--- src/rtl/fpu_arbiter.sv ---
// fpu_arbiter: round-robin sharing of one fpu between NUM_REQ requesters, one operation in flight.
// Optional watchdog abort is compiled in with FPU_ARB_TIMEOUT_EN.
module fpu_arbiter #(
   parameter int NUM_REQ        = 4,
   parameter int WIDTH          = 32,
   parameter int OP_W           = 4,
   parameter int TIMEOUT_CYCLES = 64
) (
   input  logic                     clock,
   input  logic                     reset,
   input  logic [NUM_REQ-1:0]       req_valid,
   input  logic [NUM_REQ*OP_W-1:0]  req_operation,
   input  logic [NUM_REQ*WIDTH-1:0] req_data_a,
   input  logic [NUM_REQ*WIDTH-1:0] req_data_b,
   output logic [NUM_REQ-1:0]       req_ready,
   output logic [NUM_REQ-1:0]       resp_valid,
   input  logic [NUM_REQ-1:0]       resp_ack,
   output logic [WIDTH-1:0]         resp_result,
   output logic                     resp_error,
   output logic                     busy,
   output logic                     fpu_reset,
   output logic [OP_W-1:0]          fpu_operation,
   output logic [WIDTH-1:0]         fpu_data_a,
   output logic [WIDTH-1:0]         fpu_data_b,
   output logic                     fpu_input_rdy,
   input  logic                     fpu_input_ack,
   input  logic                     fpu_output_rdy,
   output logic                     fpu_output_ack,
   input  logic [WIDTH-1:0]         fpu_result
);
   localparam int IW = $clog2(NUM_REQ);
   localparam logic [2:0] IDLE = 3'd0, ISSUE = 3'd1, WAIT = 3'd2, RELEASE = 3'd3, DELIVER = 3'd4;
   localparam logic [NUM_REQ-1:0] first_bit = 1;
   if (NUM_REQ < 2 || NUM_REQ > 8 || TIMEOUT_CYCLES < 1) begin : g_bad_params
      $error("fpu_arbiter: parameter out of range");
   end
   logic [2:0]       state;
   logic [IW-1:0]    g, win, j;
   logic             fresh, timeout;
   logic [OP_W-1:0]  op;
   logic [WIDTH-1:0] a, b, res;
   // g doubles as the round-robin pointer: the last winner is searched last
   always_comb begin
      win = g;
      j = '0;
      for (int i = NUM_REQ; i >= 1; i--) begin
         j = IW'((int'(g) + i) % NUM_REQ);
         if (req_valid[j]) win = j;
      end
   end
   always_ff @(posedge clock) begin
      if (reset) begin
         state <= IDLE;
         g     <= IW'(NUM_REQ - 1);
         fresh <= 1'b0;
         op    <= '0;
         a     <= '0;
         b     <= '0;
         res   <= '0;
      end else begin
         fresh <= 1'b0;
         if (timeout) begin
            state <= DELIVER;
            res   <= '1;
         end else begin
            case (state)
               IDLE: if (|req_valid) begin
                  g     <= win;
                  op    <= req_operation[win*OP_W +: OP_W];
                  a     <= req_data_a[win*WIDTH +: WIDTH];
                  b     <= req_data_b[win*WIDTH +: WIDTH];
                  fresh <= 1'b1;
                  state <= ISSUE;
               end
               ISSUE:   if (fpu_input_ack) state <= WAIT;
               WAIT: if (fpu_output_rdy) begin
                  res   <= fpu_result;
                  state <= RELEASE;
               end
               RELEASE: if (!fpu_output_rdy) state <= DELIVER;
               DELIVER: if (resp_ack[g]) state <= IDLE;
               default: state <= IDLE;
            endcase
         end
      end
   end
`ifdef FPU_ARB_TIMEOUT_EN
   localparam int CW = $clog2(TIMEOUT_CYCLES + 1);
   logic [CW-1:0] cnt;
   logic          abort, err;
   assign timeout = (state == ISSUE || state == WAIT) && cnt == CW'(TIMEOUT_CYCLES - 1);
   always_ff @(posedge clock) begin
      if (reset) begin
         cnt   <= '0;
         abort <= 1'b0;
         err   <= 1'b0;
      end else begin
         abort <= timeout;
         cnt   <= (state == IDLE) ? '0 : (state == ISSUE || state == WAIT) ? cnt + 1'b1 : cnt;
         err   <= timeout | (err & !(state == DELIVER && resp_ack[g]));
      end
   end
   assign fpu_reset  = reset | abort;
   assign resp_error = err;
`else
   assign timeout    = 1'b0;
   assign fpu_reset  = reset;
   assign resp_error = 1'b0;
`endif
   assign busy           = state != IDLE;
   assign req_ready      = fresh ? first_bit << g : '0;
   assign resp_valid     = (state == DELIVER) ? first_bit << g : '0;
   assign resp_result    = res;
   assign fpu_input_rdy  = state == ISSUE;
   assign fpu_output_ack = state == RELEASE;
   assign fpu_operation  = op;
   assign fpu_data_a     = a;
   assign fpu_data_b     = b;
endmodule

--- config.mk ---
export PLATFORM = sky130hd
export DESIGN_NAME = fpu_arbiter
export DESIGN_NICKNAME = d
export VERILOG_FILES = /design/src/rtl/fpu_arbiter.sv
export SDC_FILE = /design/constraint.sdc
export NUM_CORES = 1
export LEC_CHECK = 0
export ABC_AREA = 1
export CORE_AREA = 2 2 169 171
export CTS_CLUSTER_SIZE = 10
export DETAILED_ROUTE_END_ITERATION = 6
export DIE_AREA = 0 0 171 173
export PLACE_DENSITY_LB_ADDON = 0.1
export SLEW_MARGIN = 30
export SYNTH_ARGS = -nofsm -noshare
export SYNTH_HDL_FRONTEND = slang
export SYNTH_SLANG_ARGS = --single-unit
--- constraint.sdc ---
create_clock -name clock -period 1.8 [get_ports clock]
set_input_delay 0.18 -clock clock [delete_from_list [all_inputs] [get_ports clock]]
set_output_delay 0.18 -clock clock [all_outputs]
set_load 0.005 [all_outputs]
; Word level (Yosys, flattened, before mapping)
; Cells that the tools add are included.
[totals]
inputBits = 316
regBits = 106
out_inout_bits = 113
word_cells = 60
[classes]
muxes = 23
n_reduce_logical = 7
n_lt_le_gt_ge = 5
bitwise = 1
n_addsub = 4
n_eq_ne = 9
shift = 4
[ops]
columns = operator, n
row1 = 128-bit by 8-bit indexed part select with 32-bit output, 2
row2 = 16-bit by 5-bit indexed part select with 4-bit output, 1
row3 = "2-bit by 3-bit < comparator with 1-bit output, second input constant", 5
row4 = 3-bit 2-to-1 mux, 5
row5 = 3-bit case mux with 5 select lines, 1
row6 = 1-bit binary-select mux with 2-bit select, 5
row7 = 2-bit 2-to-1 mux, 4
row8 = 4-bit 2-to-1 mux, 2
row9 = "2-bit inequality test, second input constant", 4
row10 = "3-bit by 2-bit equality test with 1-bit output, second input constant", 2
row11 = 1-bit 2-to-1 mux, 6
row12 = 5-bit AND reduction, 1
row13 = "2-bit by 1-bit adder with 2-bit output, second input constant", 2
row14 = "2-bit adder, second input constant", 2
row15 = 2-bit AND reduction, 2
row16 = 4-bit OR reduction, 1
row17 = "1-bit by 2-bit << shifter with 4-bit output, first input constant", 1
row18 = "3-bit by 1-bit equality test with 1-bit output, second input constant", 1
row19 = "3-bit equality test, second input constant", 1
row20 = 3-bit zero test, 1
row21 = 3-bit nonzero test, 1
row22 = "2-bit by 1-bit inequality test with 1-bit output, second input constant", 1
row23 = 2-bit OR reduction, 1
row24 = 1-bit inverter, 1

; Longest topological paths before layout
; Gate-level depths: netlist (run 1).
[logic_depth]
ltp_word = 8
ltp_mapped = 16

; Least setup slack after synthesis (run 1)
; No wires, ideal clock.
[synth_path]
path_type = register to register
from = register g[0]
to = register a[0] (netlist: fpu_data_a[0])
period_less_slack_ns = 1.995
t_arrival_ns = 1.886
n_path_buf = 1
stages_incl_launch_ff = 15
setup_slack_ns = -0.195
required_time_ns = 1.691
cell_sequence = dfxtp_1 inv_2 ha_1 inv_1 nand2_1 nand2_1 inv_2 nand2_2 nand2_4 clkbuf_1 nand3_1 nand3_1 nand3_1 nand2_1 inv_1
[synth_via]
elab_chain_cells = 8
word_cells_on_any_way = 17
classes_between = add/sub (4) / shift (1) / mux (12)
[synth_lines]
columns = element, line
row1 = from (decl), 38  ; logic [IW-1:0] g, win, j;
row2 = from (signal assigned), 54  ; g <= IW'(NUM_REQ - 1);
row3 = from (signal assigned), 68  ; g <= win;
row4 = 2-bit by 1-bit adder with 2-bit output, 47  ; j = IW'((int'(g) + i) % NUM_REQ);
row5 = 1-bit binary-select mux with 2-bit select, 48  ; if (req_valid[j]) win = j;
row6 = 1-bit 2-to-1 mux (not written as such), 48
row7 = 2-bit 2-to-1 mux (3 in series), 48
row8 = 2-bit 2-to-1 mux (*), 48
row9 = 128-bit by 8-bit indexed part select with 32-bit output (*), 70  ; a <= req_data_a[win*WIDTH +: WIDTH];
row10 = to (signal assigned), 70
row11 = to (decl), 41  ; logic [WIDTH-1:0] a, b, res;
; Every way passes the cells marked *; elsewhere a longest branch is shown, timed or not. The select of a mux whose other input is x is not followed.
; A chain may end at the register's enable or synchronous reset.

; Worst setup path after layout (run 1)
[layout_path]
from = register g[0]
to = register b[31] (netlist: fpu_data_b[31])
[layout_via]
elab_chain_cells = 8
word_cells_on_any_way = 17
classes_between = add/sub (4) / shift (1) / mux (12)
[layout_lines]
columns = element, line
row1 = 2-bit by 1-bit adder with 2-bit output, 47
row2 = 1-bit binary-select mux with 2-bit select, 48
row3 = 1-bit 2-to-1 mux (not written as such), 48
row4 = 2-bit 2-to-1 mux (3 in series), 48
row5 = 2-bit 2-to-1 mux (*), 48
row6 = 128-bit by 8-bit indexed part select with 32-bit output (*), 71  ; b <= req_data_b[win*WIDTH +: WIDTH];
row7 = to (signal assigned), 71
row8 = to (decl), 41
; Marked as above.

==> out/metrics.yaml, run 1 <==
crit_type: "reg2reg"
fin_skew_ps: 20.1
critical_path_required_ps: 2060
synth_top_cells_by_area: "dfxtp_1 (30%), nand3_1 (19%), nand2_1 (16%)"
dr.pass1.iters: 6
avgSynthCellArea_um2: 5.73
antenna_found_initial: 2
numCtsBuffers: 9
num_rows: 61
fin_crit_ps: 1970
core_um2: 27600
h-tree-depth: 3
fin_area_um2: 13600
drive_gt1_share_pct: 13.9
io_pins: 429
fin_nets: 1998
startpoint_type: "register"
ys_seq_area_share_pct: 29.8
cts_tree: "done"
startpoint: "g[0]"
status: "finished with violations"
end_kind: "register"
p_leak_nw: 6.32
period_share_pct: 109
wl_per_cell_um: 16.7
area_growth_pct: 91.1
grt_pass1_vias: 8931
worst_ep_arrival_time_ps: 2230
grt_pass1_wl_um: 50500
via_per_inst: 4.55
most-common-layout-cells: "clkdlybuf4s50_1 (417), nand2_1 (261), nand3_1 (235), inv_1 (188), nor2_1 (179)"
synth.cell_area_um2: 7120
die-height_um: 173
setup_ws_ps: -169
drc: 0
synth_cell_type_count: 30
port_buffers: 427
ys_warn_count: 0
start_util_pct: 25.8
fp.dieW_um: 171
vias: 9379
hold_violations: 0
clkLatencyLatePin_ps: 370
final_antenna_net_count: 0
clock-sinks: 106
grt_start_max_net_pins: 47
drt-total-wl_um: 34400
cts_root_buf: "clkbuf_16"
failed_checks: "negative setup slack"
synth_fp_nets: 1562
synth_top_cell_by_area: "dfxtp_1"
slowest_stage: "dfxtp_4"
slew_viol_final: 0
finalSetupTns_ps: -7870
slowest_delay_ps: 390
setup_viol: 70
cp_cell_sequence: "buf_8, nand2_1, o21ai_4, nand2_1, nand2_2, inv_4, nand2_4, nand2_8, nand2_8, clkinv_8, clkbuf_16, nand2_4, nand3_2, nand2_1, nor2_1"
cts_hold_buf: 0
grt_remaining_overflow: 0
synth-seq-cells: 106
hpwlAfterDp_um: 22900
drt_iter0_markers: 474
synth_top_area_share_pct: 29.8
place_area_um2: 12000
cts_max_path_buffers: 2
place.gp.congestion: 0.799
cap_violations: 0
reg2reg_from: "g[0]"
rsz0062_at_grt: "yes"
min_from: "reset"
final_common_cell: "clkdlybuf4s50_1"
peakVddDrop_mv: 0.871
fmax_ghz: 0.508
hp-class: "in2reg"
cpMostUsedCell: "nand2_1"
syn_inst: 1242
die_area_um2: 29600
worstPathMaxFanout: 8
clkSlewWorstSetupHoldPaths_ps: 100
grt_usage_pct: 21.9
power_density_nw_per_um2: 1830
sequential cells by signal, indices dropped and copies added (netlist names):
signal and flops:
g 2, fpu_operation 4, fpu_data_a 32, fpu_data_b 32, resp_result 32, state 3
fresh 1
worst max-delay path, delay by kind of cell, from the launching register on:
kind,cells,cell delay (ps)
simple gates,10,850
buf+inv,4,540
flops,1,390
compound gates,1,90
cell usage after synthesis:
| cell type | n |
|---|---|
| nor3_1 | 3 |
| o21ai_0 | 3 |
| nor2_4 | 1 |
| o21ai_1 | 2 |
| o21ai_2 | 1 |
| inv_1 | 192 |
| a31oi_1 | 1 |
| buf_1 | 4 |
| ha_1 | 4 |
| inv_2 | 5 |
| a21oi_1 | 61 |
| nor2_1 | 181 |
| buf_4 | 7 |
| clkbuf_1 | 35 |
| clkinv_1 | 1 |
| a21oi_2 | 9 |
| buf_6 | 12 |
| nand2_1 | 298 |
| conb_1 | 1 |
| nand4_1 | 1 |
| nand2_4 | 2 |
| o2111ai_1 | 1 |
| nand2_2 | 2 |
| buf_2 | 28 |
| dfxtp_1 | 106 |
| nand3_1 | 277 |
| nand3_4 | 1 |
| nor4_1 | 1 |
| nor2_2 | 1 |
| nand3_2 | 1 |
report_power, final:
part	internal, mW	switching [mW]
combinational	9.03	10.1
sequential	3.11	0.408
clock	1.01	1.14
final cells by class:
class,instances,area [um^2]
inverters,198,763
clock buffers,9,225
repair buffers,511,5610
diodes,2,5.00
well taps,378,473
fillers,2868,14000
multi-input cells,852,4300
clock inverters,7,93.8
flip-flops and latches,106,2130
kinds of logic (layout without fill, tap and decap cells):
family | Yosys count | in the layout | share of synthesized area (%)
compound gates | 78 | 78 | 6.08
buf+inv | 284 | 725 | 17.1
flops | 106 | 106 | 29.8
fa+ha+maj | 4 | 4 | 0.703
simple gates | 769 | 769 | 46.2
other cells | 1 | 3 | 0.0527
repair_timing:
action | CTS | global route
endpoints found under the setup margin | 78 | 76
gates resized for setup | 39 | 134
pin swaps | 1 | 26
gates cloned | 14 | 7
buffers inserted | 7 | 7
stage by stage:
| step | util [%] | worst slack (ps) | power (mW) | hold slack [ps] | cells |
|---|---|---|---|---|---|
| 2_1_floorplan | - | 1.11 | 12.3 | 316 | 1242 |
| 3_3_place_gp | 43.5 | -373 | 17.6 | 448 | 2012 |
| 3_5_place_dp | 43.5 | -390 | 17.6 | 452 | 2012 |
| 4_1_cts | 46.9 | -189 | 22.8 | 210 | 2049 |
| 5_1_grt | 49.2 | -308 | 26.9 | 218 | 2063 |
| 6_report | 49.2 | -169 | 24.8 | 214 | 2063 |
path summary, 6_finish.rpt:
kind	to	slack, ps	cells past startpoint
setup reg to reg	fpu_data_b[31]	-170	15
hold / removal	state[1]	210	2
hold reg to reg	resp_result[24]	460	2
setup / recovery	fpu_data_b[31]	-170	15
per-layer routing:
metal | routed length, um | up-vias | track usage, %
met2 | 16700 | 367 | 38.0
met1 | 14200 | 4243 | 26.5
met4 | 870 | 0 | 7.20
li1 | - | 4721 | -
met5 | 0 | - | 0
met3 | 2660 | 48 | 4.99
No activity file was read; power rests on OpenSTA's default activity.
==> run 2: changes to the inputs <==
--- a/config.mk
+++ b/config.mk
@@ -13,2 +13,3 @@
 export PLACE_DENSITY_LB_ADDON = 0.1
+export SKIP_CTS_REPAIR_TIMING = 1
 export SLEW_MARGIN = 30
--- a/constraint.sdc
+++ b/constraint.sdc
@@ -3,2 +3,2 @@
 set_output_delay 0.18 -clock clock [all_outputs]
-set_load 0.005 [all_outputs]
+set_load 0.01 [all_outputs]
==> run 2 against run 1 <==
  * The flow still finishes with violations (negative setup slack)
  * Sequential power about the same
  * Fmax decreased by 1.5%
  * Combinational power increased by 3%
  * Largest cell class unchanged
==> out/metrics.yaml, run 2 (synthesis gave the netlist of run 1 again) <==
power_density_nw_per_um2: 1890
critical_path_required_ps: 2050
crit_type: "reg2reg"
dp_slack_ps: -394
rsz0062_at_grt: "yes"
io_pins: 429
end_kind: "register"
wl_per_cell_um: 16.8
numCtsBuffers: 9
grt_pass1_vias: 8700
cp_cell_sequence: "inv_6, ha_4, inv_2, nand2_1, nand2_1, nand2_2, nand2_4, nand2_8, buf_12, nand2_8, buf_12, nand2_1, nand2_1, a21oi_2, buf_4, nor2_1"
grt_usage_pct: 20.3
most-common-layout-cells: "clkdlybuf4s50_1 (417), nand3_1 (267), nand2_1 (256), inv_1 (190), nor2_1 (180)"
fin_skew_ps: 18.0
port_buffers: 427
worst_ep_arrival_time_ps: 2250
final_antenna_net_count: 0
hold_end: "fpu_data_a[31]"
clock-sinks: 106
cts_max_path_buffers: 2
clkLatencyLatePin_ps: 370
min_path_cells: 4
cpLargestDelayFamily: "simple AND/OR/NAND/NOR gates"
place.gp.congestion: 0.801
p_leak_nw: 6.37
die-height_um: 173
startpoint_type: "register"
r2r_slack_ps: -200
cts_tree: "done"
grt_pass1_wl_um: 47600
die_area_um2: 29600
fin_crit_ps: 2000
num_rows: 61
setup_ws_ps: -198
failed_checks: "negative setup slack"
fin_nets: 2002
grt_start_max_net_pins: 47
drt-total-wl_um: 34800
finalNonFillerCells: 2065
hp-class: "in2reg"
core_um2: 27600
drt_iter0_markers: 464
slowest_stage: "dfxtp_4"
cpMostUsedCell: "nand2_1"
fp.dieW_um: 171
vias: 9366
fin_hold_ws_ps: 242
peakVddDrop_mv: 0.873
worstPathMaxFanout: 10
period_share_pct: 111
slowest_delay_ps: 390
min_from: "reset"
antenna_cells: 0
fin_area_um2: 13500
hold_violations: 0
hpwlAfterDp_um: 23000
final_common_cell: "clkdlybuf4s50_1"
area_growth_pct: 89.6
cap_violations: 0
h-tree-depth: 3
setup_viol: 70
startpoint: "g[0]"
clkSlewWorstSetupHoldPaths_ps: 100
finalSetupTns_ps: -8970
reg2reg_depth: 16
status: "finished with violations"
dp_cells: 2010
grt_remaining_overflow: 0
via_per_inst: 4.54
cts_root_buf: "clkbuf_16"
place_area_um2: 12000
drc: 0
fmax_ghz: 0.500
reg2reg_from: "g[0]"
critical_path_buf_inv_count: 5
dr.pass1.iters: 4
antenna_found_initial: 0
worst_r2r_endpoint: "fpu_data_b[16]"
slew_viol_final: 0
drive_gt1_share_pct: 12.3
start_util_pct: 25.8
==> run 2: how the worst max path moves through the flow <==
stage | end | depth (start not counted)
2_1_floorplan | fpu_data_b[16] | 15
3_3_place_gp | fpu_data_a[18] | 16
3_5_place_dp | fpu_data_a[26] | 16
4_1_cts | resp_valid[2] | 7
5_1_grt | fpu_data_b[16] | 16
6_report | fpu_data_b[16] | 16
==> run 2: cell type report <==
class / count / area [um^2]
clock buffer: 9 / 225
fill: 2779 / 14100
clock inverter: 7 / 91.3
multi-input combinational: 854 / 4190
inverter: 198 / 766
timing repair buffer: 512 / 5610
tap: 378 / 473
sequential: 106 / 2130
timing repair inverter: 1 / 16.3
==> run 2: worst reg2reg max path, cell delays in order (launching register included) <==
cell and delay, ps:
dfxtp_4 390, inv_6 40, ha_4 260, inv_2 40, nand2_1 50, nand2_1 60, nand2_2 120, nand2_4 90
nand2_8 110, buf_12 130, nand2_8 90, buf_12 160, nand2_1 60, nand2_1 50, a21oi_2 100, buf_4 110
nor2_1 30
==> run 2: power breakdown <==
group	leakage [nW]	switching, mW	internal, mW
registers	0.874	0.408	3.11
logic	5.35	10.7	9.17
clock network	0.152	1.12	1.01
total	6.37	12.2	13.3
==> run 2: per-stage QoR <==
step / util [%] / total power, mW
floorplan: - / 12.5
global placement: 43.5 / 17.9
detailed placement: 43.5 / 17.9
CTS: 44.6 / 20.1
global route: 48.8 / 27.4
finish: 48.8 / 25.5
==> run 2: routing by layer <==
metal  up-vias  global-route usage, %  wire [um]
met1      4263                   24.7      14600
met3        38                   4.81       2610
met2       339                   35.3      16900
met4         0                   6.14        671
li1       4726                      -          -
met5         -                      0          0
